## config.mk

```make
export PLATFORM = sky130hd
export DESIGN_NAME = chroma_luma_fwd_xform
export DESIGN_NICKNAME = d
export VERILOG_FILES = /design/src/rtl/gg264_xform_pkg.sv /design/src/rtl/xform_1d4.sv /design/src/rtl/chroma_luma_fwd_xform.sv
export SDC_FILE = /design/constraint.sdc
export NUM_CORES = 2
export LEC_CHECK = 0
export CAP_MARGIN = 20
export CORE_MARGIN = 2
export CORE_UTILIZATION = 38
export CTS_CLUSTER_SIZE = 8
export DETAILED_ROUTE_END_ITERATION = 8
export SYNTH_ARGS = -nofsm -noshare
export SYNTH_HDL_FRONTEND = slang
export SYNTH_SLANG_ARGS = --single-unit
```

## constraint.sdc

```tcl
create_clock -name clk -period 10.02 [get_ports clk]
set_clock_uncertainty 0.2 [all_clocks]
set_input_delay 3.006 -clock clk [delete_from_list [all_inputs] [get_ports clk]]
set_output_delay 3.006 -clock clk [all_outputs]
set_load 0.02 [all_outputs]
```

## src/rtl/gg264_xform_pkg.sv

```systemverilog
// Shared definitions for the 4x4 forward transform: block kinds,
// macroblock index landmarks and the forward core transform matrix.
`timescale 1ns/1ps
package gg264_xform_pkg;

  typedef enum logic [1:0] {
    KIND_LUMA      = 2'd0,
    KIND_CHROMA_AC = 2'd1,
    KIND_CHROMA_DC = 2'd2
  } blk_kind_e;

  // Positions within the 26-transfer macroblock sequence.
  localparam logic [4:0] IDX_CB_DC = 5'd16;
  localparam logic [4:0] IDX_CR_DC = 5'd21;
  localparam logic [4:0] IDX_LAST  = 5'd25;

  // Forward core transform matrix Cf (row-major).
  localparam int CF [4][4] = '{
    '{1,  1,  1,  1},
    '{2,  1, -1, -2},
    '{1, -1, -1,  1},
    '{1, -2,  2, -1}
  };

  // Block kind implied by a position in the macroblock sequence.
  function automatic blk_kind_e kind_of(input logic [4:0] idx);
    if (idx < IDX_CB_DC) begin
      return KIND_LUMA;
    end
    if (idx == IDX_CB_DC || idx == IDX_CR_DC) begin
      return KIND_CHROMA_DC;
    end
    return KIND_CHROMA_AC;
  endfunction

endpackage

```

## src/rtl/xform_1d4.sv

```systemverilog
// Combinational 4-point forward butterfly: y[k] = sum_j Cf[k][j] * x[j].
// Lanes are packed little-endian, IN_W / OUT_W bits each, all signed.
`timescale 1ns/1ps
module xform_1d4
  import gg264_xform_pkg::*;
#(
  parameter int IN_W  = 17,
  parameter int OUT_W = 17
) (
  input  logic [4*IN_W-1:0]  x,
  output logic [4*OUT_W-1:0] y
);

  localparam int AW = (IN_W > OUT_W) ? IN_W : OUT_W;

  // Coefficients are constants in {+-1,+-2}, so this folds into shifts and adds.
  always_comb begin
    logic signed [AW-1:0] acc;
    y = '0;
    for (int k = 0; k < 4; k++) begin
      acc = '0;
      for (int j = 0; j < 4; j++) begin
        acc = acc + AW'(CF[k][j]) * AW'($signed(x[j*IN_W +: IN_W]));
      end
      y[k*OUT_W +: OUT_W] = acc[OUT_W-1:0];
    end
  end

endmodule

```

## src/rtl/chroma_luma_fwd_xform.sv

```systemverilog
// Forward 4x4 integer transform for luma/chroma AC blocks and 2x2 Hadamard
// for chroma DC blocks, as a 3-stage elastic pipeline (row, column, output).
// Block kind, index and last travel with the data through every stage.
`timescale 1ns/1ps
module chroma_luma_fwd_xform
  import gg264_xform_pkg::*;
#(
  parameter int WORD_LEN = 16,
  parameter int BIT_LEN  = 17
) (
  input  logic                    clk,
  input  logic                    reset,
  input  logic [127:0]            s_data,
  input  logic                    s_valid,
  output logic                    s_ready,
  input  logic                    s_last,
  output logic [16*WORD_LEN-1:0]  m_data,
  output logic                    m_valid,
  input  logic                    m_ready,
  output logic                    m_last,
  output logic [1:0]              m_kind,
  output logic [4:0]              m_idx,
  output logic                    sync_err
);

  genvar gi, gj;

  // Handshake and sequencing state.
  logic            rdy1, rdy2, rdy3, accept;
  logic [4:0]      idx_reg, idx_next, eff_idx;
  logic            sync_err_reg, sync_err_next;
  blk_kind_e       in_kind;
  logic            in_dc;

  // Stage 1: row pass.
  logic                     s1_valid_reg, s1_dc_reg, s1_last_reg;
  blk_kind_e                s1_kind_reg;
  logic [4:0]               s1_idx_reg;
  logic [16*BIT_LEN-1:0]    s1_data_reg;

  // Stage 2: column pass.
  logic                     s2_valid_reg, s2_last_reg;
  blk_kind_e                s2_kind_reg;
  logic [4:0]               s2_idx_reg;
  logic [16*WORD_LEN-1:0]   s2_data_reg;

  // Stage 3: output register.
  logic                     s3_valid_reg, m_last_reg;
  blk_kind_e                m_kind_reg;
  logic [4:0]               m_idx_reg;
  logic [16*WORD_LEN-1:0]   m_data_reg;

  // Datapath nets.
  logic [16*BIT_LEN-1:0]    row_bf, dc_row, row_next;
  logic [16*WORD_LEN-1:0]   col_bf, dc_col, col_next;
  logic signed [BIT_LEN-1:0]  dc_c [4];
  logic signed [WORD_LEN-1:0] dc_r [4];

  // A stage can take new data when empty or when its successor is taking its data.
  assign rdy3    = !s3_valid_reg || m_ready;
  assign rdy2    = !s2_valid_reg || rdy3;
  assign rdy1    = !s1_valid_reg || rdy2;
  assign s_ready = !reset && rdy1;
  assign accept  = s_valid && s_ready;

  // s_last forces the transfer to the final slot, whatever the counter says.
  assign eff_idx = s_last ? IDX_LAST : idx_reg;
  assign in_kind = kind_of(eff_idx);
  assign in_dc   = (in_kind == KIND_CHROMA_DC);

  // Macroblock position counter and sticky framing error.
  always_comb begin
    idx_next      = idx_reg;
    sync_err_next = sync_err_reg;
    if (accept) begin
      idx_next = (s_last || idx_reg == IDX_LAST) ? 5'd0 : idx_reg + 5'd1;
      if (s_last != (idx_reg == IDX_LAST)) begin
        sync_err_next = 1'b1;
      end
    end
  end

  // Row pass: each pel row goes through one butterfly.
  for (gi = 0; gi < 4; gi++) begin : g_row
    logic [4*BIT_LEN-1:0] row_x;
    for (gj = 0; gj < 4; gj++) begin : g_pel
      assign row_x[gj*BIT_LEN +: BIT_LEN] = {{(BIT_LEN-8){1'b0}}, s_data[8*(4*gi+gj) +: 8]};
    end
    xform_1d4 #(.IN_W(BIT_LEN), .OUT_W(BIT_LEN)) u_row (
      .x (row_x),
      .y (row_bf[4*gi*BIT_LEN +: 4*BIT_LEN])
    );
  end

  // DC sums sit in 16-bit lanes 0..3; they are non-negative so zero-extend.
  for (gi = 0; gi < 4; gi++) begin : g_dc_in
    assign dc_c[gi] = {{(BIT_LEN-16){1'b0}}, s_data[16*gi +: 16]};
  end

  // First half of the 2x2 Hadamard: pairwise sum/difference of c0,c1 and c2,c3.
  always_comb begin
    dc_row                          = '0;
    dc_row[0*BIT_LEN +: BIT_LEN]    = dc_c[0] + dc_c[1];
    dc_row[1*BIT_LEN +: BIT_LEN]    = dc_c[0] - dc_c[1];
    dc_row[2*BIT_LEN +: BIT_LEN]    = dc_c[2] + dc_c[3];
    dc_row[3*BIT_LEN +: BIT_LEN]    = dc_c[2] - dc_c[3];
    row_next = in_dc ? dc_row : row_bf;
  end

  // Column pass: each column of the row-pass result goes through one butterfly.
  for (gi = 0; gi < 4; gi++) begin : g_col
    logic [4*BIT_LEN-1:0]  col_x;
    logic [4*WORD_LEN-1:0] col_y;
    for (gj = 0; gj < 4; gj++) begin : g_lane
      assign col_x[gj*BIT_LEN +: BIT_LEN] = s1_data_reg[(4*gj+gi)*BIT_LEN +: BIT_LEN];
      assign col_bf[(4*gj+gi)*WORD_LEN +: WORD_LEN] = col_y[gj*WORD_LEN +: WORD_LEN];
    end
    xform_1d4 #(.IN_W(BIT_LEN), .OUT_W(WORD_LEN)) u_col (
      .x (col_x),
      .y (col_y)
    );
  end

  // Row-stage DC partials narrowed to output width; magnitudes always fit.
  for (gi = 0; gi < 4; gi++) begin : g_dc_mid
    assign dc_r[gi] = WORD_LEN'($signed(s1_data_reg[gi*BIT_LEN +: BIT_LEN]));
  end

  // Second half of the 2x2 Hadamard; lanes 4..15 stay zero.
  always_comb begin
    dc_col                           = '0;
    dc_col[0*WORD_LEN +: WORD_LEN]   = dc_r[0] + dc_r[2];
    dc_col[1*WORD_LEN +: WORD_LEN]   = dc_r[1] + dc_r[3];
    dc_col[2*WORD_LEN +: WORD_LEN]   = dc_r[0] - dc_r[2];
    dc_col[3*WORD_LEN +: WORD_LEN]   = dc_r[1] - dc_r[3];
    col_next = s1_dc_reg ? dc_col : col_bf;
  end

  // Control state: valids, counter, error flag and output sideband.
  always_ff @(posedge clk or posedge reset) begin
    if (reset) begin
      idx_reg      <= 5'd0;
      sync_err_reg <= 1'b0;
      s1_valid_reg <= 1'b0;
      s2_valid_reg <= 1'b0;
      s3_valid_reg <= 1'b0;
      m_last_reg   <= 1'b0;
      m_kind_reg   <= KIND_LUMA;
      m_idx_reg    <= 5'd0;
    end else begin
      idx_reg      <= idx_next;
      sync_err_reg <= sync_err_next;
      if (rdy1) begin
        s1_valid_reg <= accept;
      end
      if (rdy2) begin
        s2_valid_reg <= s1_valid_reg;
      end
      if (rdy3) begin
        s3_valid_reg <= s2_valid_reg;
        if (s2_valid_reg) begin
          m_last_reg <= s2_last_reg;
          m_kind_reg <= s2_kind_reg;
          m_idx_reg  <= s2_idx_reg;
        end
      end
    end
  end

  // Payload registers load only when their stage takes a valid item.
  always_ff @(posedge clk) begin
    if (accept) begin
      s1_data_reg <= row_next;
      s1_dc_reg   <= in_dc;
      s1_kind_reg <= in_kind;
      s1_idx_reg  <= eff_idx;
      s1_last_reg <= (eff_idx == IDX_LAST);
    end
    if (rdy2 && s1_valid_reg) begin
      s2_data_reg <= col_next;
      s2_kind_reg <= s1_kind_reg;
      s2_idx_reg  <= s1_idx_reg;
      s2_last_reg <= s1_last_reg;
    end
    if (rdy3 && s2_valid_reg) begin
      m_data_reg <= s2_data_reg;
    end
  end

  assign m_valid  = s3_valid_reg;
  assign m_data   = m_data_reg;
  assign m_last   = m_last_reg;
  assign m_kind   = m_kind_reg;
  assign m_idx    = m_idx_reg;
  assign sync_err = sync_err_reg;

endmodule
```

==> impl_summary.log <==
INFO  metric placed_cell_area = about 80000 sq um
INFO  metric share_seq_of_total_power = 21.8%
INFO  metric cellInternalPower = roughly 14 mW
INFO  metric fin_tns_setup = 0 ns
INFO  metric cts_tree = done
INFO  metric antenna_found_initial = 14
INFO  metric final_nets = 9162
INFO  metric finalCritPeriodShare = 77.1%
INFO  metric cts_hold_buffers = 0
INFO  metric drt_first_pass_iters = 6
INFO  metric worstSetupStartpointType = input port
INFO  metric cts_max_path_buffers = 3
INFO  metric finalPower = 27.3 mW
INFO  metric buffer_ports.inserted = 399
INFO  metric run_status = complete, no violations
INFO  metric critPathArrivalTime = 4.52 ns
INFO  metric first_global_vias = 53.4k
INFO  metric sequential_cell_area = 23400 sq um
INFO  metric detail_route.vias_per_cell = 5.20
INFO  metric synth-edff-count = 766
INFO  metric globalRouteTotalUtil = 23.9%
INFO  metric critical_path_required = 6.81 ns
INFO  metric vdd_drop_max = 207 uV
INFO  metric multi_input_area = 44600 sq um
INFO  metric synthArstFlopShare = about 2.2%
INFO  metric drcViolationCount = 0
INFO  metric avgRoutedWirePerCell = 23.2 um
INFO  metric place_worst_setup_slack = between 1.5 and 2 ns
INFO  metric crit_fanout = 4
INFO  metric timing.max_slew.rel_slack = 18.1%
INFO  metric combPwrFrac = 65.8%
INFO  metric synth-seq-area-share = approximately a third
INFO  metric ioPinCount = 400
INFO  metric netSwitchingPower = 13.0 mW
INFO  metric final-instance-count-excl-fill = 10.2k
INFO  metric timing_hold_violations_final = 0
INFO  metric placer_congestion_estimate = 0.978
INFO  metric yosys.cell_types.count = 85
INFO  metric drt-initial-drc-count = 4433
INFO  metric synth_warnings = 0
INFO  metric dieHeight = 443 um
INFO  metric critical_path_class = input port to output port
INFO  metric dieArea = 196000 sq um
INFO  metric cts_resized = 0
INFO  metric first_pass_grt_wire_length = approximately 350000 um
INFO  metric post_synth_instance_area = roughly 73000 sq um
INFO  metric die_width = 443 um
INFO  metric dominantRegCellSynth = sky130_fd_sc_hd__edfxtp_1
INFO  metric postSynthAreaPerCell = 10.2 sq um
INFO  metric vias = 52.8k
INFO  metric worstMarginPinSlew = between 1 and 1.5 ns
INFO  metric rsz_0062_raised_after_global_routing = false
INFO  metric cts_made_buffers = 111
INFO  metric syn_nets = a little under 9k
INFO  metric power.switching_fraction = 47.8%
INFO  metric min_from = s2_data_reg[141]
INFO  metric core_area = ~190000 sq um
INFO  metric layout_fillers = 18.4k
INFO  metric final_period_minus_worst_setup_slack = 7.73 ns
INFO  metric clock_latency_of_the_later_clocked_register_in_the_worst_skew_pair = 0.76 ns
INFO  metric endpoint_class_of_the_critical_path = output port
INFO  metric synth_seq_cells = 783
INFO  metric cts_htree_levels = 3
INFO  metric report.final.setup_viol = 0
INFO  metric maxClockFrequency = around 0.13 GHz
INFO  metric rows = between 150 and 200
INFO  metric max-cap-violations = 0
INFO  metric slew_violations = 0
INFO  metric syn-instance-count = 7153
INFO  metric route.antenna.remaining_nets = 0
INFO  metric power_per_cell_area = 327 nW/um^2
INFO  metric share_of_post_route_cells_with_drive_strength_above_1 = 3.04%
INFO  metric cts-root-buf = sky130_fd_sc_hd__clkbuf_16
INFO  metric worst_setup_hold_path_clk_slew = 0.05 ns
INFO  metric cts_sink_count = 783
INFO  metric final_cell_area = 83300 sq um
INFO  metric power.static_leakage = 35.8 nW
INFO  metric pin_count_of_the_biggest_net_entering_global_routing = 136
INFO  metric worstSetupStartpoint = m_ready
INFO  metric worst_hold_path_type = flop to flop
INFO  metric layout_setup_ws = 2.29 ns
INFO  metric power_frac_clock = between 10 and 15%
INFO  metric floorplan.initialDensity = 38.4%
INFO  metric grt-ovfl-total = 0
INFO  metric placed_cells = 9993
INFO  metric place_hpwl = 199000 um
INFO  metric route.final.wire_length = 235000 um
INFO  metric regToRegStartpoint = s1_data_reg[170]
INFO  metric areaGrowthSynthToFinish = 13.9%
INFO  metric postCtsSetupRepairBufs = 0
[cell usage in the layout (no fill, tap or decap), types with 172 or more instances in the layout]
master	count
sky130_fd_sc_hd__clkdlybuf4s50_1	399
sky130_fd_sc_hd__edfxtp_1	766
sky130_fd_sc_hd__inv_1	1236
sky130_fd_sc_hd__fa_1	654
sky130_fd_sc_hd__xnor2_1	501
sky130_fd_sc_hd__xor2_1	172
sky130_fd_sc_hd__a21oi_1	393
sky130_fd_sc_hd__nor3_1	244
sky130_fd_sc_hd__nand2_1	321
sky130_fd_sc_hd__ha_1	779
sky130_fd_sc_hd__o21ai_0	213
sky130_fd_sc_hd__nor2_1	558
[cell usage after synthesis (all sizes together) (9+ instances only)]
master   number  area share (%)
dfrtp        17            0.58
a211oi       43            0.46
a2111oi      12            0.18
nor3b        20            0.21
and3         41            0.35
nand4        38            0.33
o31a          9            0.11
nand3b       17            0.17
nor2        558             2.9
o21a         47            0.48
a21oi       394             2.7
xnor2       501             6.0
o21bai       71            0.73
xor2        172             2.1
nor4         35            0.36
nand2b       72            0.62
o21ai       236             1.6
a21o         93            0.95
o31ai        25            0.28
edfxtp      766              31
or3          99            0.85
nor3        246             1.7
a31oi        40            0.34
inv        1241             6.4
nor2b       126             1.1
mux2         17            0.26
clkbuf       82            0.42
or4           9           0.098
or2          22            0.19
mux2i        21            0.29
fa          654              18
a31o         15            0.18
nand2       322             1.7
and2         40            0.34
buf          21            0.12
o211ai       19            0.20
a21boi       28            0.29
o41ai        13            0.18
nand3       126            0.86
ha          779              13
[final cells by class]
| type | instances | share of cell area [%] |
|---|---|---|
| clock inverter | 15 | 0.200 |
| antenna | 8 | 0.0240 |
| timing repair buffer | 433 | 5.21 |
| sequential | 783 | 28.1 |
| clock buffer | 133 | 3.44 |
| tap | 2511 | 3.77 |
| inverter | 1242 | 5.62 |
| multi-input combinational | 5025 | 53.6 |
[per-layer routing]
layer / up-vias / wire length, um / track usage [%]
met5: - / 0 / 0
li1: 24800 / - / -
met3: 217 / 14100 / 3.33
met4: 0 / 7160 / 7.62
met2: 1473 / 106000 / 37.8
met1: 26300 / 108000 / 33.9
[power by group through the flow]
stage / Combinational (mW) / Clock, mW / Sequential [mW]
finish: 17.9 / 3.40 / 5.94
global placement: 17.5 / 0 / 5.99
floorplan: 12.0 / 0 / 5.77
CTS: 17.9 / 3.49 / 5.95
detailed placement: 17.7 / 0 / 6.00
global route: 19.9 / 3.61 / 6.00
[logic make-up after synthesis]
group / Yosys count / share of synthesized area, %
AO/OA/AOI/OAI: 1098 / 9.36
AND/OR/NAND/NOR: 1783 / 11.8
flip-flops: 783 / 32.0
buffers and inverters: 1345 / 6.92
XOR/XNOR: 673 / 8.06
adder cells (fa/ha/maj): 1433 / 31.2
multiplexers: 38 / 0.549
[stage by stage]
stage,utilization [%],hold WS (ns)
floorplan,-,0.200
global placement,42.1,0.202
detailed placement,42.1,0.205
CTS,43.7,0.212
global route,43.7,0.216
finish,43.7,0.211
[worst paths after layout]
path | endpoint | slack [ns] | cells after the start
max | s_ready | 2.29 | 5
min | m_data[141] | 0.21 | 0
max reg2reg | s2_data_reg[174] | 4.02 | 16
min reg2reg | m_data[141] | 0.21 | 0
max in group asynchronous | m_kind[1] | 6.66 | 2
min in group asynchronous | idx_reg[2] | 2.52 | 2
[critical path: stages]
cell and delay [ns]:
sky130_fd_sc_hd__clkdlybuf4s50_1 0.44, sky130_fd_sc_hd__nand2b_1 0.15, sky130_fd_sc_hd__nor2_1 0.08, sky130_fd_sc_hd__a21oi_1 0.20, sky130_fd_sc_hd__clkdlybuf4s50_1 0.64
(Power assumes the default switching activity.)
